**src/rtl/rv32_pkg.sv**
```systemverilog
// Shared RV32 definitions: datapath width, register file shape,
// load funct3 encodings and the load alignment rule.
package rv32_pkg;

  localparam int XLEN  = 32;
  localparam int NREGS = 32;

  localparam logic [4:0] REG_ZERO = 5'd0;

  localparam logic [2:0] F3_LB  = 3'b000;
  localparam logic [2:0] F3_LH  = 3'b001;
  localparam logic [2:0] F3_LW  = 3'b010;
  localparam logic [2:0] F3_LBU = 3'b100;
  localparam logic [2:0] F3_LHU = 3'b101;

  function automatic logic ld_misaligned(
    input logic [2:0] f3,
    input logic [1:0] off
  );
    logic bad;
    bad = 1'b0;
    case (f3)
      F3_LH, F3_LHU: bad = off[0];
      F3_LW:         bad = (off != 2'd0);
      default:       bad = 1'b0;
    endcase
    return bad;
  endfunction

endpackage

```
**src/rtl/wb_regfile_if.sv**
```systemverilog
// MEM/WB latch outputs, decode read ports and writeback
// status bundled as one port group.
interface wb_regfile_if
  import rv32_pkg::*;
#(
  parameter int CNT_W = 64
);

  logic             memwb_RegW;
  logic             memToReg;
  logic [XLEN-1:0]  memwb_MemData;
  logic [XLEN-1:0]  memwb_ExData;
  logic [4:0]       memwb_RegRd;
  logic [2:0]       memwb_Funct3;
  logic [4:0]       rs1_addr;
  logic [4:0]       rs2_addr;
  logic [XLEN-1:0]  rs1_data;
  logic [XLEN-1:0]  rs2_data;
  logic [XLEN-1:0]  wb_data;
  logic             wb_we;
  logic [CNT_W-1:0] wb_count;
  logic             misalign_err;

  modport master (
    output memwb_RegW, memToReg, memwb_MemData,
    output memwb_ExData, memwb_RegRd, memwb_Funct3,
    output rs1_addr, rs2_addr,
    input  rs1_data, rs2_data, wb_data, wb_we,
    input  wb_count, misalign_err
  );

  modport slave (
    input  memwb_RegW, memToReg, memwb_MemData,
    input  memwb_ExData, memwb_RegRd, memwb_Funct3,
    input  rs1_addr, rs2_addr,
    output rs1_data, rs2_data, wb_data, wb_we,
    output wb_count, misalign_err
  );

endinterface

```
**src/rtl/load_extend.sv**
```systemverilog
// Picks the addressed byte/halfword out of a loaded word
// and sign- or zero-extends it by load type.
module load_extend
  import rv32_pkg::*;
(
  input  logic [XLEN-1:0] word_i,
  input  logic [2:0]      funct3_i,
  input  logic [1:0]      off_i,
  output logic [XLEN-1:0] data_o
);

  logic [7:0]  byte_v;
  logic [15:0] half_v;

  always_comb begin
    byte_v = word_i[7:0];
    case (off_i)
      2'd1:    byte_v = word_i[15:8];
      2'd2:    byte_v = word_i[23:16];
      2'd3:    byte_v = word_i[31:24];
      default: byte_v = word_i[7:0];
    endcase
    half_v = off_i[1] ? word_i[31:16] : word_i[15:0];
  end

  // unknown load types fall back to a full word
  always_comb begin
    data_o = word_i;
    case (funct3_i)
      F3_LB:   data_o = {{(XLEN-8){byte_v[7]}}, byte_v};
      F3_LBU:  data_o = {{(XLEN-8){1'b0}}, byte_v};
      F3_LH:   data_o = {{(XLEN-16){half_v[15]}}, half_v};
      F3_LHU:  data_o = {{(XLEN-16){1'b0}}, half_v};
      default: data_o = word_i;
    endcase
  end

endmodule

```
**src/rtl/wb_regfile.sv**
```systemverilog
// Writeback stage and integer register file with write bypass,
// retired-write counter and sticky misaligned-load flag.
module wb_regfile
  import rv32_pkg::*;
#(
  parameter int CNT_W = 64
)
(
  input logic        clk,
  input logic        rst,
  wb_regfile_if.slave bus
);

  logic [XLEN-1:0]  ld_ext;
  logic [XLEN-1:0]  wb_data;
  logic             wb_we;
  logic             mis_hit;
  logic [XLEN-1:0]  regs_q [NREGS];
  logic [CNT_W-1:0] cnt_q;
  logic [CNT_W-1:0] cnt_d;
  logic             mis_q;
  logic             mis_d;
  logic [XLEN-1:0]  rs1_v;
  logic [XLEN-1:0]  rs2_v;

  load_extend u_ext (
    .word_i   (bus.memwb_MemData),
    .funct3_i (bus.memwb_Funct3),
    .off_i    (bus.memwb_ExData[1:0]),
    .data_o   (ld_ext)
  );

  assign wb_data = bus.memToReg ? ld_ext
                                : bus.memwb_ExData;
  assign wb_we   = bus.memwb_RegW &&
                   (bus.memwb_RegRd != REG_ZERO);
  assign mis_hit = bus.memwb_RegW && bus.memToReg &&
                   ld_misaligned(bus.memwb_Funct3,
                                 bus.memwb_ExData[1:0]);

  assign cnt_d = wb_we ? cnt_q + CNT_W'(1) : cnt_q;
  assign mis_d = mis_q | mis_hit;

  // x0 slot is never written, so it stays zero
  always_ff @(posedge clk or posedge rst) begin
    if (rst) begin
      for (int i = 0; i < NREGS; i++) regs_q[i] <= '0;
    end else if (wb_we) begin
      regs_q[bus.memwb_RegRd] <= wb_data;
    end
  end

  always_ff @(posedge clk or posedge rst) begin
    if (rst) begin
      cnt_q <= '0;
      mis_q <= 1'b0;
    end else begin
      cnt_q <= cnt_d;
      mis_q <= mis_d;
    end
  end

  always_comb begin
    rs1_v = '0;
    if (bus.rs1_addr != REG_ZERO) begin
      if (wb_we && bus.rs1_addr == bus.memwb_RegRd)
        rs1_v = wb_data;
      else
        rs1_v = regs_q[bus.rs1_addr];
    end
  end

  always_comb begin
    rs2_v = '0;
    if (bus.rs2_addr != REG_ZERO) begin
      if (wb_we && bus.rs2_addr == bus.memwb_RegRd)
        rs2_v = wb_data;
      else
        rs2_v = regs_q[bus.rs2_addr];
    end
  end

  assign bus.rs1_data     = rs1_v;
  assign bus.rs2_data     = rs2_v;
  assign bus.wb_data      = wb_data;
  assign bus.wb_we        = wb_we;
  assign bus.wb_count     = cnt_q;
  assign bus.misalign_err = mis_q;

endmodule
```
**src/flat_wrapper.sv**
```systemverilog
// flat-port wrapper written by rule: the top's interface ports become plain ports
module wb_regfile_flat import rv32_pkg::*;
#(
  parameter int CNT_W = 64
)
  (clk, rst, bus_memwb_RegW, bus_memToReg, bus_memwb_MemData, bus_memwb_ExData, bus_memwb_RegRd, bus_memwb_Funct3, bus_rs1_addr, bus_rs2_addr, bus_rs1_data, bus_rs2_data, bus_wb_data, bus_wb_we, bus_wb_count, bus_misalign_err);
  wb_regfile_if #(.CNT_W(CNT_W)) bus_i ();
  input logic clk;
  input logic rst;
  input wire logic [$bits(bus_i.memwb_RegW)-1:0] bus_memwb_RegW;
  input wire logic [$bits(bus_i.memToReg)-1:0] bus_memToReg;
  input wire logic [$bits(bus_i.memwb_MemData)-1:0] bus_memwb_MemData;
  input wire logic [$bits(bus_i.memwb_ExData)-1:0] bus_memwb_ExData;
  input wire logic [$bits(bus_i.memwb_RegRd)-1:0] bus_memwb_RegRd;
  input wire logic [$bits(bus_i.memwb_Funct3)-1:0] bus_memwb_Funct3;
  input wire logic [$bits(bus_i.rs1_addr)-1:0] bus_rs1_addr;
  input wire logic [$bits(bus_i.rs2_addr)-1:0] bus_rs2_addr;
  output wire logic [$bits(bus_i.rs1_data)-1:0] bus_rs1_data;
  output wire logic [$bits(bus_i.rs2_data)-1:0] bus_rs2_data;
  output wire logic [$bits(bus_i.wb_data)-1:0] bus_wb_data;
  output wire logic [$bits(bus_i.wb_we)-1:0] bus_wb_we;
  output wire logic [$bits(bus_i.wb_count)-1:0] bus_wb_count;
  output wire logic [$bits(bus_i.misalign_err)-1:0] bus_misalign_err;
  assign bus_i.memwb_RegW = bus_memwb_RegW;
  assign bus_i.memToReg = bus_memToReg;
  assign bus_i.memwb_MemData = bus_memwb_MemData;
  assign bus_i.memwb_ExData = bus_memwb_ExData;
  assign bus_i.memwb_RegRd = bus_memwb_RegRd;
  assign bus_i.memwb_Funct3 = bus_memwb_Funct3;
  assign bus_i.rs1_addr = bus_rs1_addr;
  assign bus_i.rs2_addr = bus_rs2_addr;
  assign bus_rs1_data = bus_i.rs1_data;
  assign bus_rs2_data = bus_i.rs2_data;
  assign bus_wb_data = bus_i.wb_data;
  assign bus_wb_we = bus_i.wb_we;
  assign bus_wb_count = bus_i.wb_count;
  assign bus_misalign_err = bus_i.misalign_err;
  wb_regfile #(.CNT_W(CNT_W)) u_core (.clk(clk), .rst(rst), .bus(bus_i));
endmodule
```
**config.mk**
```make
export PLATFORM = sky130hd
export DESIGN_NAME = wb_regfile_flat
export DESIGN_NICKNAME = d
export VERILOG_FILES = /design/src/rtl/rv32_pkg.sv /design/src/rtl/wb_regfile_if.sv /design/src/rtl/load_extend.sv /design/src/rtl/wb_regfile.sv /design/src/flat_wrapper.sv
export SDC_FILE = /design/constraint.sdc
export NUM_CORES = 2
export LEC_CHECK = 0
export CORE_ASPECT_RATIO = 0.6
export CORE_MARGIN = 2
export CORE_UTILIZATION = 34
export DETAILED_ROUTE_END_ITERATION = 8
export PLACE_DENSITY = 0.52
export SLEW_MARGIN = 20
export SYNTH_ARGS = -nofsm -noshare
export SYNTH_HDL_FRONTEND = slang
export SYNTH_SLANG_ARGS = --single-unit
```
**constraint.sdc**
```tcl
create_clock -name clk -period 93.2 [get_ports clk]
set_input_delay 23.3 -clock clk [delete_from_list [all_inputs] [get_ports clk]]
set_output_delay 23.3 -clock clk [all_outputs]
set_load 0.02 [all_outputs]
```
==> summary.txt <==
Clocking
  – Number of H-tree levels: 3
  – TritonCTS clock tree: done
  – Worst-path clk slew: 0.06 ns
  – Postcts setup bufs: 0
  – Sink Count: 1,089
  – Clock tree buffer depth: 3
  – TritonCTS buffer count: 113
  – CTS resizes: 0
  – Worst-Skew Late Latency: 0.75 ns
  – Root buf cell: clkbuf_16
  – CTS Hold Bufs: 0

Yosys
  – Synth Warn #: 0
  – Syn Nets: 5,688
  – Flip-flop and latch count after synthesis: 1,089
  – Cell Area, Synth: 57,460 sq um
  – Asr flop ratio synth: 100.0%
  – Mapped Cells: 5,601
  – Synth top area cells: dfrtp_1 47%, mux4_2 12%, o21ai_0 9.0%, mux2i_1 7.5%, nand2_1 7.5%
  – Syn avg cell area: 10.26 sq um
  – Register area share after synthesis: 47.43%
  – Synth cell types: 65
  – Synth Flop Type: dfrtp_1
  – Post-synth EDFFs: 0
  – Synth area leader: dfrtp_1
  – Share of the synthesized area in the top cell type: 47.43%

Global route
  – GR Util met2: 35.07%
  – Grt ovf: 0
  – Initial antenna violation count: 4
  – Vias in the first global route: 43,110
  – M1 GR Usage: 37.85%
  – Met3 usage: 4.891%
  – Largest net degree at the start of global routing: 158
  – GR Util All Layers: 24.83%
  – GRT busiest layer: met1
  – Global-route wire length before repair: 315,900 um

Floorplan
  – Initial Util: 34.33%
  – Core area: 167,300 sq um
  – Die X: 534.7 um
  – # IOs: 248
  – Num rows: 116
  – Die height: 322.4 um
  – Die area: 172,400 sq um

Worst setup path
  – R2R cell count: 6
  – Worst EP required: 69.90 ns
  – CP Data Arrival Time: 28.09 ns
  – Worst setup path class: input pin to output pin
  – Crit. End Element: output pin
  – Maximum fanout along the worst path: 56
  – Startpoint type of the worst setup path: input pin

Pwr
  – Leak pwr: 28.51 nW
  – Sw Pwr: 0.4313 mW
  – Sequential Power Share: 44.6%
  – Clock share of power: 34.7%
  – PwrDens: 21.33 nW/um^2
  – Internal power of the cells: 0.9654 mW
  – Total power: 1.397 mW
  – Comb pwr share: 20.7%
  – Sw Ratio: 30.88%
  – Peak VDD IR: 0.00001378 V

Hold path
  – WHS Path Cells: 0
  – HP Class: register to register

Timing
  – Setup TNS: 0 ns
  – Final Skew: 0.009870 ns
  – Highest clock rate: 19.46 MHz
  – Final setup violation count: 0
  – Final Cycle Share: 55.14%
  – Max-slew violation count: 0
  – Worst slew pin tran: 1.236 ns
  – RSZ-0062 raised after global routing: no
  – Max_slew headroom: 17.20%
  – Final Hold Viols: 0
  – Worst Setup Slack, final: 41.81 ns
  – Post-layout minimum cycle time: 51.39 ns
  – WHS: 0.3946 ns

Route
  – Total Wirelength: 215,400 um
  – Routed len/inst: 27.45 um
  – Final ANT Viol Nets: 0
  – DRT Pass-1 Iters: 6
  – Via-to-Cell Ratio: 5.742
  – Drc violations: 0
  – DRT iter0 DRCs: 5,133
  – DR vias: 45,070

Cells and area
  – P&R area growth vs syn: 13.97%
  – Fin area: 65,480 sq um
  – Final #Nets: 5,605
  – Most frequent cells in the layout: 1,122 x nand2_1, 1,089 x dfrtp_1, 1,035 x o21ai_0, 433 x mux2i_1, 317 x mux4_2
  – Final Core Density: 39.13%
  – Most common library cell in the layout ignoring fill and taps: nand2_1
  – Share of cells above drive strength 1: 13.60%
  – Filler Cells Inserted: 16,290
  – Layout Cells excl Fill: 7,848

Outcome
  – Outcome: finished, final reports clean

Placement
  – DP Cell Count: 7,645
  – GPL Wtd Cong: 0.8383
  – PortBufs: 247
  – Instance area at placement: 61,590 sq um
  – Placement Setup Slack: 41.67 ns
  – DP Wirelength: 129,100 um

Run
  – Max-Cap Viols: 0
## sequential cells by signal (all words and copies together), names as in the netlist
name / count
u_core.regs_q: 1024
u_core.bus.wb_count: 64
u_core.bus.misalign_err: 1
## kinds of logic (layout without fill, tap and decap cells)
logic type,count (synthesis),in the layout,share of synthesized area [%]
adder cells (fa/ha/maj),1,1,0.02177
AND/OR/NAND/NOR,1523,1523,10.96
AO/OA/AOI/OAI,1519,1519,15.05
multiplexers,783,783,20.62
buffers and inverters,613,616,4.813
other,0,2,0
XOR/XNOR,73,73,1.113
flip-flops,1089,1089,47.43
## power groups by stage
stage | Clock [mW] | Sequential [mW] | Combinational, mW
4_1_cts | 0.493 | 0.620 | 0.288
3_3_place_gp | 0 | 0.624 | 0.282
6_report | 0.485 | 0.623 | 0.289
5_1_grt | 0.513 | 0.633 | 0.317
3_5_place_dp | 0 | 0.628 | 0.288
2_1_floorplan | 0 | 0.611 | 0.197
## worst max-delay path: stages
cell and delay (ns):
buf_8 0.34, buf_4 0.90, buf_4 0.80, mux4_2 0.41, a22oi_1 0.25, a21oi_1 0.16, a2111oi_1 0.90, buf_4 0.27
a211oi_1 0.05, clkdlybuf4s50_1 0.60
## cells in the mapped netlist (31+ instances only)
cell type / count
nand3_1: 85
clkbuf_1: 384
nand2_1: 1147
buf_2: 113
nor2b_1: 39
inv_1: 46
dfrtp_1: 1089
nor3_1: 38
nand4_1: 31
a21oi_1: 128
a211oi_1: 68
nor2_1: 109
o21ai_0: 1035
mux4_2: 317
xnor2_1: 49
mux2_2: 32
a22oi_1: 164
mux2i_1: 433
## final timing paths
check / start / to / slack (ns)
worst max-delay path: bus_rs1_addr[1] / bus_rs1_data[27] / 41.81
worst min-delay path: u_core.regs_q[1001] / u_core.regs_q[1001] / 0.39
worst max register to register: u_core.bus.wb_count[6] / u_core.bus.wb_count[58] / 90.54
worst min register to register: u_core.regs_q[1001] / u_core.regs_q[1001] / 0.39
max in group asynchronous: rst / u_core.regs_q[180] / 66.29
min in group asynchronous: rst / u_core.regs_q[770] / 23.09
## metal layers
metal / vias up / share of wire [%] / wire length, um
met5: - / 0.0032 / 7
met4: 2 / 3.4 / 7333
met3: 350 / 7.4 / 15930
met2: 1803 / 42 / 90140
met1: 23030 / 47 / 102000
li1: 19890 / - / -
## layout make-up
cell class	instances	area, sq um	share of cell area [%]
inverter	46	180.2	0.2752
multi-input combinational	3899	27890	42.59
antenna	2	5.005	0.007643
timing repair buffer	369	3476	5.308
tap	2242	2805	4.284
sequential	1089	27250	41.62
clock buffer	162	3296	5.033
clock inverter	39	581.8	0.8885
No activity file was read; power rests on OpenSTA's default activity.
